**config.mk**
```make
export PLATFORM = sky130hd
export DESIGN_NAME = mult_div_unit
export DESIGN_NICKNAME = d
export VERILOG_FILES = /design/src/rtl/mult_div_unit.sv
export SDC_FILE = /design/constraint.sdc
export NUM_CORES = 1
export LEC_CHECK = 0
export CAP_MARGIN = 15
export CORE_AREA = 2 2 129 131
export CTS_CLUSTER_SIZE = 28
export DETAILED_ROUTE_END_ITERATION = 8
export DIE_AREA = 0 0 131 133
export PLACE_DENSITY = 0.91
export SYNTH_ARGS = -nofsm -noshare
export SYNTH_HDL_FRONTEND = slang
export SYNTH_SLANG_ARGS = --single-unit
```
**constraint.sdc**
```tcl
create_clock -name Clk -period 11.55 [get_ports Clk]
set_input_delay 1.155 -clock Clk [delete_from_list [all_inputs] [get_ports Clk]]
set_output_delay 1.155 -clock Clk [all_outputs]
set_load 0.01 [all_outputs]
```
**src/rtl/mult_div_unit.sv**
```systemverilog
// -----------------------------------------------------------------------------
// mult_div_unit
//
// Multicycle signed multiply/divide unit for the MIPS datapath. It takes the
// rs/rt operands and runs a 32-iteration radix-2 Booth multiply or a
// 32-iteration restoring divide. The result is held in HI/LO until the next
// completion.
//
// Ports:
//   Clk         in   1  rising-edge clock
//   reset       in   1  asynchronous, active-high reset
//   A           in  32  rs operand (multiplicand / dividend)
//   B           in  32  rt operand (multiplier / divisor)
//   mult_start  in   1  request signed MULT (sampled only when idle)
//   div_start   in   1  request signed DIV  (sampled only when idle)
//   busy        out  1  operation in progress (registered)
//   done        out  1  one-cycle completion pulse; HI/LO valid from this cycle
//   div_zero    out  1  one-cycle pulse with done on divide-by-zero / rejected DIV
//   HI          out 32  MULT product[63:32] / DIV remainder
//   LO          out 32  MULT product[31:0]  / DIV quotient
//
// Build option:
//   MULT_DIV_DIVIDER_EN  when defined, the divider datapath and DIV state are
//                        compiled in. When undefined, a DIV request takes the
//                        same one-cycle path as a divide by zero: it pulses
//                        done and div_zero and leaves HI/LO unchanged.
// -----------------------------------------------------------------------------
module mult_div_unit (
   input  logic        Clk,
   input  logic        reset,
   input  logic [31:0] A,
   input  logic [31:0] B,
   input  logic        mult_start,
   input  logic        div_start,
   output logic        busy,
   output logic        done,
   output logic        div_zero,
   output logic [31:0] HI,
   output logic [31:0] LO
);

`ifdef MULT_DIV_DIVIDER_EN
   typedef enum logic [1:0] {S_IDLE, S_MULT, S_DIV} state_t;
`else
   // S_REJ is the single cycle spent answering an unsupported DIV request.
   typedef enum logic [1:0] {S_IDLE, S_MULT, S_REJ} state_t;
`endif

   state_t      state_q, state_d;
   logic [5:0]  cnt_q, cnt_d;
   // Shared iteration registers:
   //   MULT: acc = Booth accumulator, qr = multiplier, m = sign-extended multiplicand
   //   DIV:  acc = partial remainder, qr = dividend/quotient, m = divisor magnitude
   logic [32:0] acc_q, acc_d;
   logic [31:0] qr_q, qr_d;
   logic        qm1_q, qm1_d;
   logic [32:0] m_q, m_d;
   logic [31:0] hi_q, hi_d;
   logic [31:0] lo_q, lo_d;
   logic        busy_q, busy_d;
   logic        done_q, done_d;
   logic        dz_q, dz_d;

   // ---------------------------------------------------------------------------
   // Booth step. The accumulator is 33 bits wide, so subtracting a multiplicand
   // of -2^31 cannot overflow. {acc, qr, qm1} shifts right arithmetically.
   // ---------------------------------------------------------------------------
   logic [32:0] booth_sum;
   logic [32:0] booth_acc;
   logic [31:0] booth_qr;

   always_comb begin
      booth_sum = acc_q;
      case ({qr_q[0], qm1_q})
         2'b01:   booth_sum = acc_q + m_q;
         2'b10:   booth_sum = acc_q - m_q;
         default: booth_sum = acc_q;
      endcase
   end

   assign booth_acc = {booth_sum[32], booth_sum[32:1]};
   assign booth_qr  = {booth_sum[0], qr_q[31:1]};

`ifdef MULT_DIV_DIVIDER_EN
   // ---------------------------------------------------------------------------
   // Restoring divide step on magnitudes. Because the remainder stays below the
   // divisor (at most 2^31), the shifted remainder fits in 33 bits and bit 32 of
   // the trial result is a valid sign.
   // ---------------------------------------------------------------------------
   logic        neg_q_q, neg_q_d;
   logic        neg_r_q, neg_r_d;
   logic        dzp_q, dzp_d;
   logic [31:0] a_mag, b_mag;
   logic [32:0] div_shift, div_trial, div_acc;
   logic [31:0] div_qr, quot_fix, rem_fix;

   // The magnitude of -2^31 is 0x80000000, which is still correct as unsigned.
   assign a_mag     = A[31] ? (32'd0 - A) : A;
   assign b_mag     = B[31] ? (32'd0 - B) : B;
   assign div_shift = {acc_q[31:0], qr_q[31]};
   assign div_trial = div_shift - m_q;
   assign div_acc   = div_trial[32] ? div_shift : div_trial;
   assign div_qr    = {qr_q[30:0], ~div_trial[32]};
   // The quotient truncates toward zero; the remainder follows the dividend's sign.
   assign quot_fix  = neg_q_q ? (32'd0 - div_qr) : div_qr;
   assign rem_fix   = neg_r_q ? (32'd0 - div_acc[31:0]) : div_acc[31:0];
`endif

   // ---------------------------------------------------------------------------
   // Next-state / datapath control
   // ---------------------------------------------------------------------------
   always_comb begin
      // NOTE: every variable gets a default before the case; any path that
      // left one unassigned would infer a latch.
      state_d = state_q;
      cnt_d   = cnt_q;
      acc_d   = acc_q;
      qr_d    = qr_q;
      qm1_d   = qm1_q;
      m_d     = m_q;
      hi_d    = hi_q;
      lo_d    = lo_q;
      done_d  = 1'b0;
      dz_d    = 1'b0;
`ifdef MULT_DIV_DIVIDER_EN
      neg_q_d = neg_q_q;
      neg_r_d = neg_r_q;
      dzp_d   = dzp_q;
`endif

      case (state_q)
         S_IDLE: begin
            if (mult_start) begin
               // MULT has priority. A coincident div_start is dropped.
               state_d = S_MULT;
               cnt_d   = 6'd0;
               acc_d   = 33'd0;
               qr_d    = B;
               qm1_d   = 1'b0;
               m_d     = {A[31], A};
            end else if (div_start) begin
`ifdef MULT_DIV_DIVIDER_EN
               state_d = S_DIV;
               cnt_d   = 6'd0;
               acc_d   = 33'd0;
               qr_d    = a_mag;
               qm1_d   = 1'b0;
               m_d     = {1'b0, b_mag};
               neg_q_d = A[31] ^ B[31];
               neg_r_d = A[31];
               dzp_d   = (B == 32'd0);
`else
               state_d = S_REJ;
`endif
            end
         end

         S_MULT: begin
            acc_d = booth_acc;
            qr_d  = booth_qr;
            qm1_d = qr_q[0];
            cnt_d = cnt_q + 6'd1;
            if (cnt_q == 6'd31) begin
               state_d = S_IDLE;
               cnt_d   = 6'd0;
               hi_d    = booth_acc[31:0];
               lo_d    = booth_qr;
               done_d  = 1'b1;
            end
         end

`ifdef MULT_DIV_DIVIDER_EN
         S_DIV: begin
            if (dzp_q) begin
               // A zero divisor skips the iterations and leaves HI/LO untouched.
               state_d = S_IDLE;
               dzp_d   = 1'b0;
               done_d  = 1'b1;
               dz_d    = 1'b1;
            end else begin
               acc_d = div_acc;
               qr_d  = div_qr;
               cnt_d = cnt_q + 6'd1;
               if (cnt_q == 6'd31) begin
                  state_d = S_IDLE;
                  cnt_d   = 6'd0;
                  hi_d    = rem_fix;
                  lo_d    = quot_fix;
                  done_d  = 1'b1;
               end
            end
         end
`else
         S_REJ: begin
            state_d = S_IDLE;
            done_d  = 1'b1;
            dz_d    = 1'b1;
         end
`endif

         default: state_d = S_IDLE;
      endcase

      busy_d = (state_d != S_IDLE);
   end

   // ---------------------------------------------------------------------------
   // State and output registers
   // ---------------------------------------------------------------------------
   always_ff @(posedge Clk or posedge reset) begin
      if (reset) begin
         state_q <= S_IDLE;
         cnt_q   <= 6'd0;
         acc_q   <= 33'd0;
         qr_q    <= 32'd0;
         qm1_q   <= 1'b0;
         m_q     <= 33'd0;
         hi_q    <= 32'd0;
         lo_q    <= 32'd0;
         busy_q  <= 1'b0;
         done_q  <= 1'b0;
         dz_q    <= 1'b0;
`ifdef MULT_DIV_DIVIDER_EN
         neg_q_q <= 1'b0;
         neg_r_q <= 1'b0;
         dzp_q   <= 1'b0;
`endif
      end else begin
         // NOTE: registers take non-blocking assignments so every flop samples
         // pre-edge values regardless of statement order.
         state_q <= state_d;
         cnt_q   <= cnt_d;
         acc_q   <= acc_d;
         qr_q    <= qr_d;
         qm1_q   <= qm1_d;
         m_q     <= m_d;
         hi_q    <= hi_d;
         lo_q    <= lo_d;
         busy_q  <= busy_d;
         done_q  <= done_d;
         dz_q    <= dz_d;
`ifdef MULT_DIV_DIVIDER_EN
         neg_q_q <= neg_q_d;
         neg_r_q <= neg_r_d;
         dzp_q   <= dzp_d;
`endif
      end
   end

   assign busy     = busy_q;
   assign done     = done_q;
   assign div_zero = dz_q;
   assign HI       = hi_q;
   assign LO       = lo_q;

endmodule

```
-- Word-level counts from Yosys, hierarchy flattened
Cells that the tools add are included.
- add/sub/neg operators: 3
- equal/unequal tests: 6
- mux-type cells: 17
- reductions and logical operators: 6
- operators with widths (kind ; number):
    $pmux W33 S2 ; 2
    $pmux W32 S2 ; 1
    $add A33 B33 Y33 ; 1
    $mux W33 ; 1
    $sub A33 B33 Y33 ; 1
    $mux W32 ; 1
    $mux W6 ; 2
    $pmux W6 S2 ; 1
    $add A6 B1 Y6 const B ; 1
    $eq A6 B5 Y1 const B ; 1
    $mux W2 ; 3
    $reduce_and A2 Y1 ; 3
    $eq A2 B1 Y1 const B ; 2
    $eq A2 B2 Y1 const B ; 2
    $pmux W1 S2 ; 2
    $pmux W2 S2 ; 1
    $reduce_bool A2 Y1 ; 2
    $mux W1 ; 3
    $logic_not A2 Y1 ; 1
    $ne A2 B2 Y1 const B ; 1
- register bits after elaboration: 173
- bits of input ports: 68
- output and inout bits: 67
- word-level logic and storage cells: 43

-- Logic depth before layout (Yosys ltp)
- depth in word-level cells: 4
- depth in mapped cells: 19
- depth with buffers taken out: 17

-- Worst setup path before layout
OpenSTA, ideal clock, no wires.
- path type: register to register
- from: register m_q[9]
- to: register hi_q[31], in the netlist HI[31]
- arrival time: 4.462 ns
- path slack: 7.006 ns
- stages on the path, launching flop included: 19
- period minus slack after synthesis: 4.544 ns
- cells stage by stage: dfrtp_1 -> or4_4 -> nor4_4 -> nor3b_4 -> nand2_1 -> nor3_1 -> a21oi_1 -> xnor2_1 -> ha_1 -> clkbuf_1 -> a21oi_1 -> o21bai_1 -> a21oi_1 -> nand3_1 -> a211o_1 -> a2111oi_1 -> nor3b_1 -> or4_1 -> a31oi_1
- cells in the longest elaborated chain, start to end: 2
- ends and longest elaborated chain (element ; RTL line ; text):
    start: declaration ; 57 ; logic [32:0] m_q, m_d;
    start signal: assignment ; 236 ; m_q <= m_d;
    $sub A33 B33 Y33 or $add A33 B33 Y33 (tied branches) ; 76, 75 ;
    $pmux W33 S2 (*) ; 74 ; case ({qr_q[0], qm1_q})
    end signal: assignment ; 237 ; hi_q <= hi_d;
    end: declaration ; 58 ; logic [31:0] hi_q, hi_d;
Every way passes the cells marked *; elsewhere a longest branch is shown, timed or not.
A chain may end at the register's enable or synchronous reset.

-- Final worst setup path
- from: register m_q[9]
- to: register acc_q[31]
- cells in the longest elaborated chain, start to end: 3
- ends and longest elaborated chain (element ; RTL line ; text):
    $sub A33 B33 Y33 or $add A33 B33 Y33 (tied branches) ; 76, 75 ;
    $pmux W33 S2 (*) ; 74 ;
    $pmux W33 S2 (*) ; 131 ; case (state_q)
    end signal: assignment ; 214 ; acc_q <= 33'd0;
    end signal: assignment ; 233 ; acc_q <= acc_d;
    end: declaration ; 54 ; logic [32:0] acc_q, acc_d;
Marked as above.

==> flow_summary.ini <==
[detailed_routing]
ant_nets = 0
avgViaCountPerCell = 5.77
drt_wl_total_um = 23100
via_count = 7740
wl_per_cell_um = 17.2
drc = 0
drt_iter0_drc = 631
drt_pass1_iterations = 5

[floorplan]
std_cell_rows = 47
dieWidth_um = 131
fp.dieH_um = 133
core_um2 = 16200
ios = 135
initial_utilization_pct = 58.3
dieArea_um2 = 17400

[final_layout]
area_growth_pct = 21.6
final_core_util_pct = 70.9
fillers = 1195
fin_nets = 1216
antenna_cells = 0
drive_above_1_share_pct = 8.82

[timing]
fmax_mhz = 194
setup_violations = 0
layout_min_cycle_time_ns = 5.15
hold_violations = 0
relSlewSlack_pct = 32.6
rsz0062_at_grt = no
setup_tns_ns = 0
skew_ns = 0.0104
slew_viol_final = 0
tightest_slew_ns = 1.01
fin_crit_sh_pct = 44.6

[yosys]
synth_common_cells = 235 x nand2_1, 172 x dfrtp_1, 94 x o21ai_0
synth_edf_count = 0
syn_inst = 1002
synthTopCellsByArea = dfrtp_1 46%, nand2_1 9.4%, ha_1 5.0%, o21ai_0 5.0%, mux2_2 4.8%
syn_avg_cell_area_um2 = 9.41
netlist_area_um2 = 9430
synth_flop_cell = dfrtp_1
synth_most_common_cell = nand2_1
ys_seq_area_share_pct = 45.6
ys_seq_elements = 172
synth_top_area_share_pct = 45.6
yosysUniqueCellTypes = 70
synth_top_area_cell = dfrtp_1
async_reset_ff_share_pct = 100
mappedNetlistNets = 1109
synth_warnings = 0

[global_routing]
grt.overflow.total = 0
grt_usage_pct = 27.9
grt_pass1_vias = 7742
grt_max_degree = 107
grt_pass1_wl_um = 38200
antenna_found_initial = 0

[critical_path]
cp_slowest_stage_delay_ns = 0.59
crit_type = register to register
crit_arrival_ns = 5.50
start_kind = register
end_kind = register
cp_cell_sequence = or4_4, nor4_4, nor3b_4, nand2_1, nor3_1, a21oi_1, xnor2_1, ha_1, and3_1, and4_1, nand2_1, nand2_1, a211o_1, a2111oi_1, nor3b_1, or4_1, o211ai_1
cpMostUsedCell = nand2_1
worstReg2RegStart = m_q[9]
slowest_stage = or4_4
cp_max_fo = 6
worstPathRequired_ns = 11.90
crit_start = m_q[9]
cp_top_family = simple AND/OR/NAND/NOR gates
worst-path-buf-inv = 0

[pwr]
p_clk_share_pct = 16.6
combPwrFrac_pct = 55.3
p_leak_nw = 5.24
seqPwrFrac_pct = 28.1
irDropWorstVdd_v = 0.000277
p_int_mw = 1.83
switching_share_pct = 45.1
power.switching_mw = 1.50
power.density_nw_per_um2 = 290

[placement]
portBuffers = 134
place_hpwl_um = 15900
place_congestion = 0.920

[clock_network]
clockBufferDepth = 2
htree_levels = 4
path_clk_slew_ns = 0.07
post_cts_resized = 0
cts_tree = yes
post-cts-setup-buffers = 0
clock_sinks = 172
root_buffer = clkbuf_16
clkLatencyLatePin_ns = 0.43
cts_buffers = 17
postCtsHoldBufs = 0

[worst_hold_path]
worstHoldPathType = register to register
hold_start = HI[3]

[flow_run]
drv_cap = 0

[status]
status = finished, final reports clean
[layout make-up]
| type | count | area [um2] | share of cell area [%] |
|---|---|---|---|
| Timing Repair Buffer | 141 | 1390 | 12.2 |
| Clock inverter | 13 | 121 | 1.06 |
| Clock buffer | 19 | 433 | 3.77 |
| Inverter | 24 | 95.1 | 0.829 |
| Sequential cell | 172 | 4300 | 37.5 |
| Multi-Input combinational cell | 753 | 4850 | 42.3 |
| Tap cell | 220 | 275 | 2.40 |
[kinds of logic (layout without fill, tap and decap cells)]
logic type,count (synthesis),count (layout),share of synthesized area [%]
compound gates,246,246,16.4
xor+xnor,54,54,5.02
fa+ha+maj,39,39,5.25
buf+inv,77,197,3.17
flops,172,172,45.6
mux,77,77,8.70
simple gates,337,337,15.8
[layer usage]
layer  up-vias  part of all wire [%]  wire length, um  global-route usage, %
met5         -                     0                0                      0
met4         0                   2.6              603                   10.0
met3        48                   5.3             1220                   6.15
met2       247                    51            11800                   47.1
met1      3734                    41             9540                   35.0
li1       3711                     -                -                      -
[metrics by stage]
| stage | instances | total power, mW | hold WS (ns) | area (um2) | worst slack (ns) |
|---|---|---|---|---|---|
| CTS | 1342 | 3.32 | 0.478 | 11500 | 6.43 |
| finish | 1342 | 3.33 | 0.473 | 11500 | 6.40 |
| global route | 1342 | 3.58 | 0.497 | 11500 | 6.01 |
| global placement | 1310 | 2.69 | 0.456 | 10900 | 6.61 |
| detailed placement | 1310 | 2.74 | 0.461 | 10900 | 6.46 |
| floorplan | 1002 | 2.33 | 0.460 | 9430 | 5.73 |
[path summary, 6_finish.rpt]
path	slack, ns	cells after the start	endpoint
worst max-delay path	6.40	17	acc_q[31]
worst min-delay path	0.47	2	HI[3]
worst max register to register	6.40	17	acc_q[31]
worst min register to register	0.47	2	HI[3]
max in group asynchronous	8.72	3	cnt_q[2]
min in group asynchronous	1.27	2	LO[8]
[worst reg2reg max path: stages, from the launching register on]
cell and delay [ns]:
dfrtp_1 0.44, or4_4 0.59, nor4_4 0.19, nor3b_4 0.29, nand2_1 0.10, nor3_1 0.50, a21oi_1 0.19, xnor2_1 0.17
ha_1 0.34, and3_1 0.25, and4_1 0.24, nand2_1 0.08, nand2_1 0.06, a211o_1 0.29, a2111oi_1 0.55, nor3b_1 0.19
or4_1 0.42, o211ai_1 0.18
[layout by cell type, fill, tap and decap left out, drive strengths merged, types with 7 or more instances in the layout]
master and instances:
xnor2 45, a21o 17, o31ai 7, o21a 8
dfrtp 172, nor3 12, nand2 235, a21oi 47
a31oi 13, a22o 17, nor2 36, xor2 9
buf 7, clkdlybuf4s50 134, ha 38, clkbuf 19
mux2 40, o21ai 94, inv 33, mux2i 37
[power by group through the flow]
stage	Sequential, mW	Clock (mW)	Combinational [mW]
2_1_floorplan	0.897	0	1.43
3_3_place_gp	0.930	0	1.76
3_5_place_dp	0.942	0	1.80
4_1_cts	0.934	0.559	1.83
5_1_grt	0.958	0.583	2.04
6_report	0.936	0.551	1.84
[registers in the layout, indices dropped and copies added, names as in the netlist]
signal and flops:
state_q 2, qr_q 32, div_zero 1, done 1, acc_q 32, m_q 32
qm1_q 1, cnt_q 6, LO 32, HI 32, busy 1
Note: power is estimated with default switching activity, not from simulation.
